[src/rtl/fsic_io_pkg.sv]
// fsic_io_pkg: shared types, default sizes and lane-bit indexing for the io serializer
package fsic_io_pkg;
  typedef enum logic [1:0] {IDLE, ALIGN, RUN} state_e;
  localparam int DEF_NUM_LANE = 12;
  localparam int DEF_RATIO = 4;
  function automatic int lane_bit(int l, int k, int ratio);
    return l * ratio + k;
  endfunction
endpackage

[src/rtl/fsic_sat_cnt.sv]
// fsic_sat_cnt: saturating event counter with synchronous clear
module fsic_sat_cnt #(
  parameter int W = 8
) (
  input  logic         clk,
  input  logic         rst,
  input  logic         inc,
  input  logic         clr,
  output logic [W-1:0] cnt
);
  logic [W-1:0] cnt_q;
  always_ff @(posedge clk)
    if (rst || clr) cnt_q <= '0;
    else if (inc && !(&cnt_q)) cnt_q <= cnt_q + 1'b1;
  assign cnt = cnt_q;
endmodule

[src/rtl/fsic_io_serializer.sv]
// fsic_io_serializer: locks to the divided core clock and shifts each parallel word
// out LSB-first on every lane, one bit per ioclk.
module fsic_io_serializer
  import fsic_io_pkg::*;
#(
  parameter int NUM_LANE = DEF_NUM_LANE,
  parameter int RATIO    = DEF_RATIO,
  parameter int UCNT_W   = 16,
  parameter int ECNT_W   = 8
) (
  input  logic                      ioclk,
  input  logic                      ioclk_rst,
  input  logic                      en,
  input  logic                      coreclk_ref,
  input  logic [NUM_LANE*RATIO-1:0] tx_word,
  input  logic                      tx_valid,
  output logic                      tx_ready,
  output logic [NUM_LANE-1:0]       txd,
  output logic                      tx_frame,
  output logic                      locked,
  output logic                      phase_err,
  input  logic                      cnt_clr,
  output logic [UCNT_W-1:0]         underflow_cnt,
  output logic [ECNT_W-1:0]         phase_err_cnt
);
  localparam int PW = $clog2(RATIO);
  localparam logic [PW-1:0] LAST = PW'(RATIO - 1);
  state_e state_q, state_d;
  logic [PW-1:0] phase_q, phase_d;
  logic [NUM_LANE*RATIO-1:0] shreg_q, shreg_d;
  logic [NUM_LANE-1:0] txd_q, txd_d, word_b0, shreg_bk;
  logic ref_q, frame_q, frame_d, perr_q, perr_d;
  logic rise, run, slot, slip, uflow;

  assign rise = coreclk_ref & ~ref_q;
  assign run = state_q == RUN && en;
  assign slot = run && phase_q == '0;
  // a reference edge anywhere but the last bit slot means the divider slipped
  assign slip = run && rise && phase_q != LAST;
  assign uflow = slot && !tx_valid;
  assign tx_ready = state_q == RUN && phase_q == '0;
  assign locked = state_q == RUN;
  assign txd = txd_q;
  assign tx_frame = frame_q;
  assign phase_err = perr_q;

  for (genvar l = 0; l < NUM_LANE; l++) begin : g_lane
    logic [RATIO-1:0] lane_sh;
    assign lane_sh = shreg_q[lane_bit(l, 0, RATIO) +: RATIO];
    assign word_b0[l] = tx_word[lane_bit(l, 0, RATIO)];
    assign shreg_bk[l] = lane_sh[phase_q];
  end

  always_ff @(posedge ioclk)
    if (ioclk_rst) begin
      state_q <= IDLE;
      phase_q <= '0;
      shreg_q <= '0;
      txd_q <= '0;
      ref_q <= 1'b0;
      frame_q <= 1'b0;
      perr_q <= 1'b0;
    end else begin
      state_q <= state_d;
      phase_q <= phase_d;
      shreg_q <= shreg_d;
      txd_q <= txd_d;
      ref_q <= coreclk_ref;
      frame_q <= frame_d;
      perr_q <= perr_d;
    end

  always_comb
    state_d = !en ? IDLE :
              state_q == IDLE ? ALIGN :
              (state_q == ALIGN && rise) ? RUN : state_q;

  always_comb begin
    phase_d = (!run || slip || phase_q == LAST) ? '0 : phase_q + 1'b1;
    shreg_d = !run ? '0 : slot ? (tx_valid ? tx_word : '0) : shreg_q;
    txd_d = !run ? '0 : slot ? (tx_valid ? word_b0 : '0) : shreg_bk;
    frame_d = slot;
    perr_d = slip;
  end

  fsic_sat_cnt #(.W(UCNT_W)) u_ucnt (
    .clk(ioclk), .rst(ioclk_rst), .inc(uflow), .clr(cnt_clr), .cnt(underflow_cnt)
  );

  fsic_sat_cnt #(.W(ECNT_W)) u_ecnt (
    .clk(ioclk), .rst(ioclk_rst), .inc(slip), .clr(cnt_clr), .cnt(phase_err_cnt)
  );
endmodule

[config.mk]
export PLATFORM = sky130hd
export DESIGN_NAME = fsic_io_serializer
export DESIGN_NICKNAME = d
export VERILOG_FILES = /design/src/rtl/fsic_io_pkg.sv /design/src/rtl/fsic_sat_cnt.sv /design/src/rtl/fsic_io_serializer.sv
export SDC_FILE = /design/constraint.sdc
export NUM_CORES = 1
export LEC_CHECK = 0
export BUFFER_PORTS_ARGS = -buffer_cell sky130_fd_sc_hd__buf_4
export CAP_MARGIN = 30
export CELL_PAD_IN_SITES_DETAIL_PLACEMENT = 1
export CELL_PAD_IN_SITES_GLOBAL_PLACEMENT = 2
export CORE_MARGIN = 10
export CORE_UTILIZATION = 34
export DETAILED_ROUTE_END_ITERATION = 8
export PLACE_DENSITY = 0.9
export SETUP_SLACK_MARGIN = 0.05
export SLEW_MARGIN = 10
export SYNTH_ARGS = -nofsm -noshare
export SYNTH_HDL_FRONTEND = slang
export SYNTH_SLANG_ARGS = --single-unit
[constraint.sdc]
create_clock -name ioclk -period 5.3 [get_ports ioclk]
set_input_delay 1.325 -clock ioclk [delete_from_list [all_inputs] [get_ports ioclk]]
set_output_delay 1.325 -clock ioclk [all_outputs]
set_load 0.005 [all_outputs]
Word level (Yosys, flattened, before mapping)
Cells that the tools add are included.
- magnitude comparators: 1
- reduce and logical (&&, ||, !) cells: 25
- add/sub/neg operators: 3
- multiplexer cells: 29
- bitwise operators: 4
- equal/unequal tests: 4
- operator list (operator ; count):
    $mux 48 ; 1
    $bmux 1 s2 ; 12
    $mux 12 ; 2
    $add 16x1->16 const B ; 1
    $reduce_and 16->1 ; 1
    $mux 1 ; 14
    $logic_and 1x1->1 ; 9
    $add 8x1->8 const B ; 1
    $reduce_and 8->1 ; 1
    $reduce_or 2->1 ; 3
    $eq 2x2->1 const B ; 2
    $logic_not 1->1 ; 4
    $logic_not 2->1 ; 2
    $logic_or 1x1->1 ; 3
    $lt 2x3->1 const B ; 1
    $not 1->1 ; 3
    $reduce_or 3->1 ; 1
    $add 2x1->2 const B ; 1
    $eq 2x1->1 const B ; 1
    $ne 2x2->1 const B ; 1
    $reduce_bool 2->1 ; 1
    $and 1x1->1 ; 1
- register bits: 91
- input bits: 54
- word-level logic and storage cells: 76

Longest topological paths before layout
Gate-level depths: netlist of run 1.
- depth after elaboration: 7
- depth in mapped cells: 10
- mapped depth without buffers: 6

Hierarchy
Synthesis of run 1 repeated with hierarchy kept, for this count alone.
- cells, all modules: 433
- area total of the unflattened synthesis: 4092.7 um^2
- by module, submodules not included (module ; area each (um^2) ; seq. area each (um^2) ; cells an instance ; times used):
    fsic_io_serializer ; 2857.7 ; 1341.3 ; 297 ; 1
    fsic_sat_cnt (u_ucnt) ; 814.5 ; 320.3 ; 92 ; 1
    fsic_sat_cnt (u_ecnt) ; 420.4 ; 160.2 ; 44 ; 1

Least setup slack after synthesis of run 1
No wires, ideal clock.
- path type: register -> output
- from: reg phase_q[0]
- to: out tx_ready
- arrival time: 1.280 ns
- cell stages (with the launch flop): 6
- data required time: 3.975 ns
- path slack: 2.695 ns
- path buffers: 2
- path through: dfxtp_1 clkbuf_1 buf_4 inv_1 ha_1 and2_1
- cells in the longest elaborated chain, start to end: 2
- RTL lines (what ; RTL line ; RTL):
    start, declared ; fsic_io_serializer.sv:29 ; logic [PW-1:0] phase_q, phase_d;
    start signal, assigned ; fsic_io_serializer.sv:65 ; phase_q <= phase_d;
    $logic_not 2->1 ; fsic_io_serializer.sv:41 ; assign tx_ready = state_q == RUN && phase_q == '0;
    $logic_and 1x1->1 ; fsic_io_serializer.sv:41 ;
    end, declared ; fsic_io_serializer.sv:17 ; output logic tx_ready,
No other way between the ends.

Final worst setup path of run 1
- from: reg phase_q[1]
- to: out tx_ready
Same word-level chain as after synthesis.

==> results of run 1 <==
path summary, 6_finish.rpt:
path | startpoint | to | cells after the start
max | phase_q[1]$_SDFF_PP0_ | tx_ready | 4
min | shreg_q[10]$_SDFFE_PP0P_ | shreg_q[10]$_SDFFE_PP0P_ | 2
max reg2reg | phase_q[1]$_SDFF_PP0_ | u_ucnt.cnt[15]$_SDFFE_PP0P_ | 6
min reg2reg | shreg_q[10]$_SDFFE_PP0P_ | shreg_q[10]$_SDFFE_PP0P_ | 2
final cells by class:
cell class	instances	area [um2]
clock buffers	11	243
multi-input cells	323	2020
inverters	6	22.5
repair buffers	97	748
flip-flops and latches	91	1820
well taps	143	179
fillers	1331	6400
clock inverters	5	36.3
per-stage QoR:
step | hold WS [ps] | util, % | total power (W) | cells | worst slack [ps]
CTS | 453 | 44.1 | 0.00136 | 675 | 1820
detailed placement | 444 | 41.6 | 0.000757 | 659 | 1950
finish | 451 | 44.2 | 0.00135 | 676 | 2150
global route | 476 | 44.2 | 0.00140 | 676 | 1990
floorplan | 429 | - | 0.000717 | 449 | 2690
global placement | 437 | 41.5 | 0.000756 | 658 | 2020
layer usage:
| metal | routed length (um) | part of all wire, % | vias up |
|---|---|---|---|
| met1 | 5370 | 44 | 1748 |
| met2 | 6080 | 50 | 62 |
| met5 | 0 | 0 | - |
| met3 | 423 | 3.5 | 13 |
| li1 | - | - | 1795 |
| met4 | 234 | 1.9 | 0 |
synthesized netlist by cell type, types with 2 or more instances:
cell type  number
nor2_1          5
buf_1           5
nor4b_1         2
o41ai_1         4
dfxtp_1        91
or4_1           8
mux4_2         12
and3_1          3
nand3_1        48
o21ai_1         4
nand4_1         7
o311ai_1        4
mux2i_1         3
a21oi_1        77
inv_1           6
nor3_1          3
nor4_2          2
ha_1            4
o21ai_0         5
nand2b_1        2
or3_1           9
clkbuf_1       16
and2_1          6
o31ai_1         8
nand2_1        86
a211oi_1        2
buf_2           6
nor2b_1         4
or3b_1          2
flip-flops by register name, summed over array words and instances, names as in the netlist:
signal,cells
phase_err,1
u_ecnt.cnt,8
shreg_q,48
state_q,2
tx_frame,1
ref_q,1
phase_q,2
txd,12
u_ucnt.cnt,16
worst register-to-register path, delay by kind of cell, from the launching register on:
kind / cells / cell delay [ps]
compound gates: 1 / 140
fa+ha+maj: 1 / 280
buf+inv: 1 / 150
flops: 1 / 540
simple gates: 3 / 1710
logic make-up (layout without fill, tap and decap cells):
family                   count (synthesis)  count (layout)  share of synthesized area (%)
flip-flops                              91              91                           45.7
adder cells (fa/ha/maj)                  4               4                           1.26
buffers and inverters                   35             119                           3.77
AND/OR/NAND/NOR                        197             197                           25.9
AO/OA/AOI/OAI                          107             107                           15.8
multiplexers                            15              15                           7.53
power by group through the flow:
stage	Clock, W	Combinational, W	Sequential [W]
3_5_place_dp	0	0.0000557	0.000702
3_3_place_gp	0	0.0000545	0.000701
6_report	0.000612	0.0000554	0.000686
4_1_cts	0.000623	0.0000559	0.000686
2_1_floorplan	0	0.0000162	0.000701
5_1_grt	0.000658	0.0000603	0.000685
==> impl_metrics.toml, run 1 <==
[setup_path]
critPathLaunchType = "flop"
crit_slowest_cell = "dfxtp_1"
cpLargestDelayFamily = "flip-flops"
cp_num_buf_inv = 2
end_kind = "primary output"
crit_type = "reg -> out"
crit_path_cell_trace = "inv_1 > ha_1 > and2_1 > buf_4"
cp.required_ps = 3970
reg2reg_slack_ps = 2410
worstPathMaxFanout = 14
arrival_ps = 1820
critPathMaxStageDelay_ps = 790

[placement]
place.gp.congestion = 0.784
port_buffers = 93
dp_hpwl_um = 8750
placed_area_mm2 = 0.00477

[final_layout]
fin_area_mm2 = 0.00507
area_delta_synth_final_pct = 27.1
final_common_cell = "buf_4"
nNetsFinal = 586
drive_gt1_share_pct = 25.1
final_cell_mix = "95 x buf_4, 91 x dfxtp_1, 85 x nand2_1"
antenna_cells = 0

[detailed_routing]
wirelength_um = 12100
wl_per_cell_um = 17.9
firstDrtPassIters = 4
num_vias = 3618
drc = 0
drt_iter0_markers = 233
drt-vias-per-instance = 5.35
ant_nets = 0

[clock_network]
ctsRootBufferMaster = "clkbuf_16"
cts_setup_buffers = 0
cts_resized = 0
hold_buffers = 0
clk_path_buf_depth = 2
clkTransAtPathRegs_ps = 60
cts_max_level = 3
cts_tree = "built"
clkSinkCount = 91
clock_latency_ps = 350
numCtsBuffers = 9

[sta]
finalSetupViolCount = 0
worstMarginPinSlew_ps = 818
fin_crit_sh_pct = 59.4
fin_tns_setup_ps = 0
rsz0062_at_grt = "false"
max_freq_mhz = 318
skew_ps = 7.76
hold_viol_final = 0
min_period_ps = 3150
slew_headroom_pct = 45.5
drv_slew = 0

[grt]
grt_pass1_wl_um = 20000
grt_use_met2_pct = 25.0
grt_max_degree = 62
use_met3_pct = 3.02
grt_pass1_vias = 3940
overflow = 0
grt.busiest_layer = "met2"
grt.total_usage_pct = 14.9
use_met1_pct = 18.1
antenna_found_initial = 0

[logic_synthesis]
yosys_warnings = 0
yosysUniqueCellTypes = 44
synth_seq_cells = 91
ys_async_sr_fraction_pct = 0
avgSynthCellArea_um2 = 8.88
ys_top_cells_by_area = "dfxtp_1 46%, a21oi_1 9.7%, nand2_1 8.1%, mux4_2 6.8%, nand3_1 6.0%"
synthCells = 449
synth_nets = 507
synth_area_mm2 = 0.00399
synth_ff_type = "dfxtp_1"
synth_edf_count = 0
synth_area_leader_cell = "dfxtp_1"
yosysSeqAreaShare_pct = 45.7
yosys.area.top_type_share_pct = 45.7

[floorplanning]
core-area_mm2 = 0.0115
die_w_um = 128
rows = 39
pin_count = 94
dieArea_mm2 = 0.0165
fp.dieH_um = 128
initial_core_util_pct = 34.8

[power]
p_int_w = 0.00105
vdd_ir_drop_max_v = 0.000121
p_sw_w = 0.000305
p_per_area_mw_per_mm2 = 267
power_frac_clock_pct = 45.2
power_frac_seq_pct = 50.7
sw_frac_of_total_pct = 22.5
p_leak_nw = 1.71
comb_power_share_pct = 4.1

[run]
drv_cap = 0

[status]
status = "complete, no violations"

[hold_path]
hold_path_class = "reg -> reg"
(Power assumes the default switching activity.)
==> inputs of run 2 (changes only) <==
--- a/config.mk
+++ b/config.mk
@@ -10,9 +10,9 @@
 export CELL_PAD_IN_SITES_DETAIL_PLACEMENT = 1
 export CELL_PAD_IN_SITES_GLOBAL_PLACEMENT = 2
 export CORE_MARGIN = 10
-export CORE_UTILIZATION = 34
+export CORE_UTILIZATION = 28
 export DETAILED_ROUTE_END_ITERATION = 8
-export PLACE_DENSITY = 0.9
+export PLACE_DENSITY = 0.8
 export SETUP_SLACK_MARGIN = 0.05
 export SLEW_MARGIN = 10
 export SYNTH_ARGS = -nofsm -noshare
==> constraint.sdc (replaced) <==
create_clock -name ioclk -period 2.5 [get_ports ioclk]
set_input_delay 0.625 -clock ioclk [delete_from_list [all_inputs] [get_ports ioclk]]
set_output_delay 0.625 -clock ioclk [all_outputs]
set_load 0.005 [all_outputs]
==> run 2 against run 1 <==
Compared with the run above:
- register-to-register slack got worse by 1900 ps
- design area increased by 1.7%
- wire length increased by 2.7%
- non-clock buffer count increased by 5
- cell count increased by 6.2%
- largest cell class unchanged
- highest routed layer unchanged
==> impl_metrics.toml, run 2 (synthesized netlist as in run 1, its figures left out) <==
[status]
status = "complete, no violations"

[detailed_routing]
dr.max_layer_used = "met4"
wirelength_um = 12400
drt-vias-per-instance = 5.05
dr_wl_met3_um = 369
num_vias = 3623
met1_length_um = 5410
drt_iter0_markers = 207
drc = 0
dr_wl_met2_um = 6520
ant_nets = 0
firstDrtPassIters = 4
wl_per_cell_um = 17.3

[setup_path]
critPathLaunchType = "flop"
critPathMaxStageDelay_ps = 430
reg2reg_slack_ps = 480
cp.required_ps = 1880
reg2reg_from = "phase_q[0]$_SDFF_PP0_"
end_kind = "primary output"
arrival_ps = 1400
crit_slowest_cell = "dfxtp_1"
cpMostUsedCell = "buf_4"
cpLargestDelayFamily = "flip-flops"
reg2reg_to = "txd[4]$_SDFF_PP0_"
reg2reg_depth = 8
crit_path_cell_trace = "nor2b_1 > buf_4 > and2_1 > buf_4"
cp_num_buf_inv = 2
crit_type = "reg -> out"
worstPathMaxFanout = 9

[sta]
timing.final.ws_setup_ps = 477
worstMarginPinSlew_ps = 804
finalSetupViolCount = 0
rsz0062_at_grt = "false"
fin_crit_sh_pct = 80.9
skew_ps = 4.59
min_period_ps = 2020
slew_headroom_pct = 46.4
max_freq_mhz = 494
fin_tns_setup_ps = 0
hold_viol_final = 0
drv_slew = 0

[final_layout]
antenna_cells = 0
area_delta_synth_final_pct = 29.3
final_cell_mix = "102 x buf_4, 91 x dfxtp_1, 85 x nand2_1"
largest_reg_flops = 48
nNetsFinal = 591
largest_register = "shreg_q"
fin_area_mm2 = 0.00515
final_common_cell = "buf_4"
fillers = 1618
multiInputGateArea_mm2 = 0.00202
drive_gt1_share_pct = 26.0
seqCellArea_mm2 = 0.00182

[hold_path]
min_to = "shreg_q[47]$_SDFFE_PP0P_"
hold_path.startpoint = "shreg_q[47]$_SDFFE_PP0P_"
hold_path_class = "reg -> reg"
min_path_cells = 2

[clock_network]
cts_max_level = 3
numCtsBuffers = 9
ctsRootBufferMaster = "clkbuf_16"
clk_path_buf_depth = 2
cts_tree = "built"
hold_buffers = 0
clkTransAtPathRegs_ps = 70
clkSinkCount = 91
clock_latency_ps = 340
cts_resized = 0
cts_setup_buffers = 0

[grt]
overflow = 0
antenna_found_initial = 0
grt_max_degree = 64
grt_pass1_wl_um = 20600
grt.total_usage_pct = 12.7
grt_pass1_vias = 3998

[run]
drv_cap = 0

[placement]
placed_area_mm2 = 0.00485
port_buffers = 93
place.gp.congestion = 0.761
pre_cts_slack_ps = 329
dp_hpwl_um = 8990

[floorplanning]
initial_core_util_pct = 28.6
fp.dieH_um = 139
pin_count = 94
rows = 43
dieArea_mm2 = 0.0194
core-area_mm2 = 0.0139
die_w_um = 139

[power]
p_per_area_mw_per_mm2 = 574
p_leak_nw = 1.73
vdd_ir_drop_max_v = 0.000273
-- run 2: changes by cell type in the layout (fill, tap and decap cells not counted), sizes merged --
cell    change
clkinv      +1
clkbuf      -2
buf         +5
bufinv      +1
-- run 2: tightest hold or removal path: cells and delay by family (launching register included) --
family | cells | cell delay, ps
AOI/OAI and AO/OA | 1 | 50
DFF | 1 | 310
and+or+nand+nor | 1 | 50
-- run 2: metal layers --
| layer | vias to the layer above | global-route usage, % |
|---|---|---|
| met2 | 50 | 22.5 |
| li1 | 1803 | - |
| met1 | 1760 | 14.7 |
| met4 | 0 | 4.12 |
| met5 | - | 0 |
| met3 | 10 | 2.55 |
-- run 2: layout make-up --
class / instances / area share, %
multi-input cells: 323 / 39.1
flip-flops and latches: 91 / 35.4
repair buffers: 102 / 14.9
clock buffers: 9 / 4.37
well taps: 180 / 4.37
clock inverters: 7 / 1.46
inverters: 6 / 0.437
-- run 2: stage by stage --
stage	utilization [%]	total power (W)	hold WS (ps)	std cells
floorplan	-	0.00152	429	449
global placement	34.8	0.00161	437	702
detailed placement	34.8	0.00161	444	702
CTS	37.0	0.00300	453	718
global route	37.0	0.00307	474	718
finish	37.0	0.00296	451	718
-- run 2: where the power goes --
group / total, W / internal [W] / leakage [nW] / switching [W]
sequential: 0.00145 / 0.00145 / 0.733 / 0.00000238
combinational: 0.000120 / 0.0000656 / 0.851 / 0.0000545
clock: 0.00139 / 0.000783 / 0.150 / 0.000603
total: 0.00296 / 0.00230 / 1.73 / 0.000660
-- run 2: worst max-delay path by stage --
stage,from,end,slack (ps),cells after the start
final,state_q[1]$_SDFFE_PP0P_,tx_ready,480,4
after global routing,phase_q[0]$_SDFF_PP0_,txd[6]$_SDFF_PP0_,330,8
after CTS,phase_q[0]$_SDFF_PP0_,txd[4]$_SDFF_PP0_,430,8
after detailed placement,en,txd[4]$_SDFF_PP0_,330,7
after global placement,en,txd[10]$_SDFF_PP0_,410,7
after floorplan,phase_q[0]$_SDFF_PP0_,txd[10]$_SDFF_PP0_,370,10
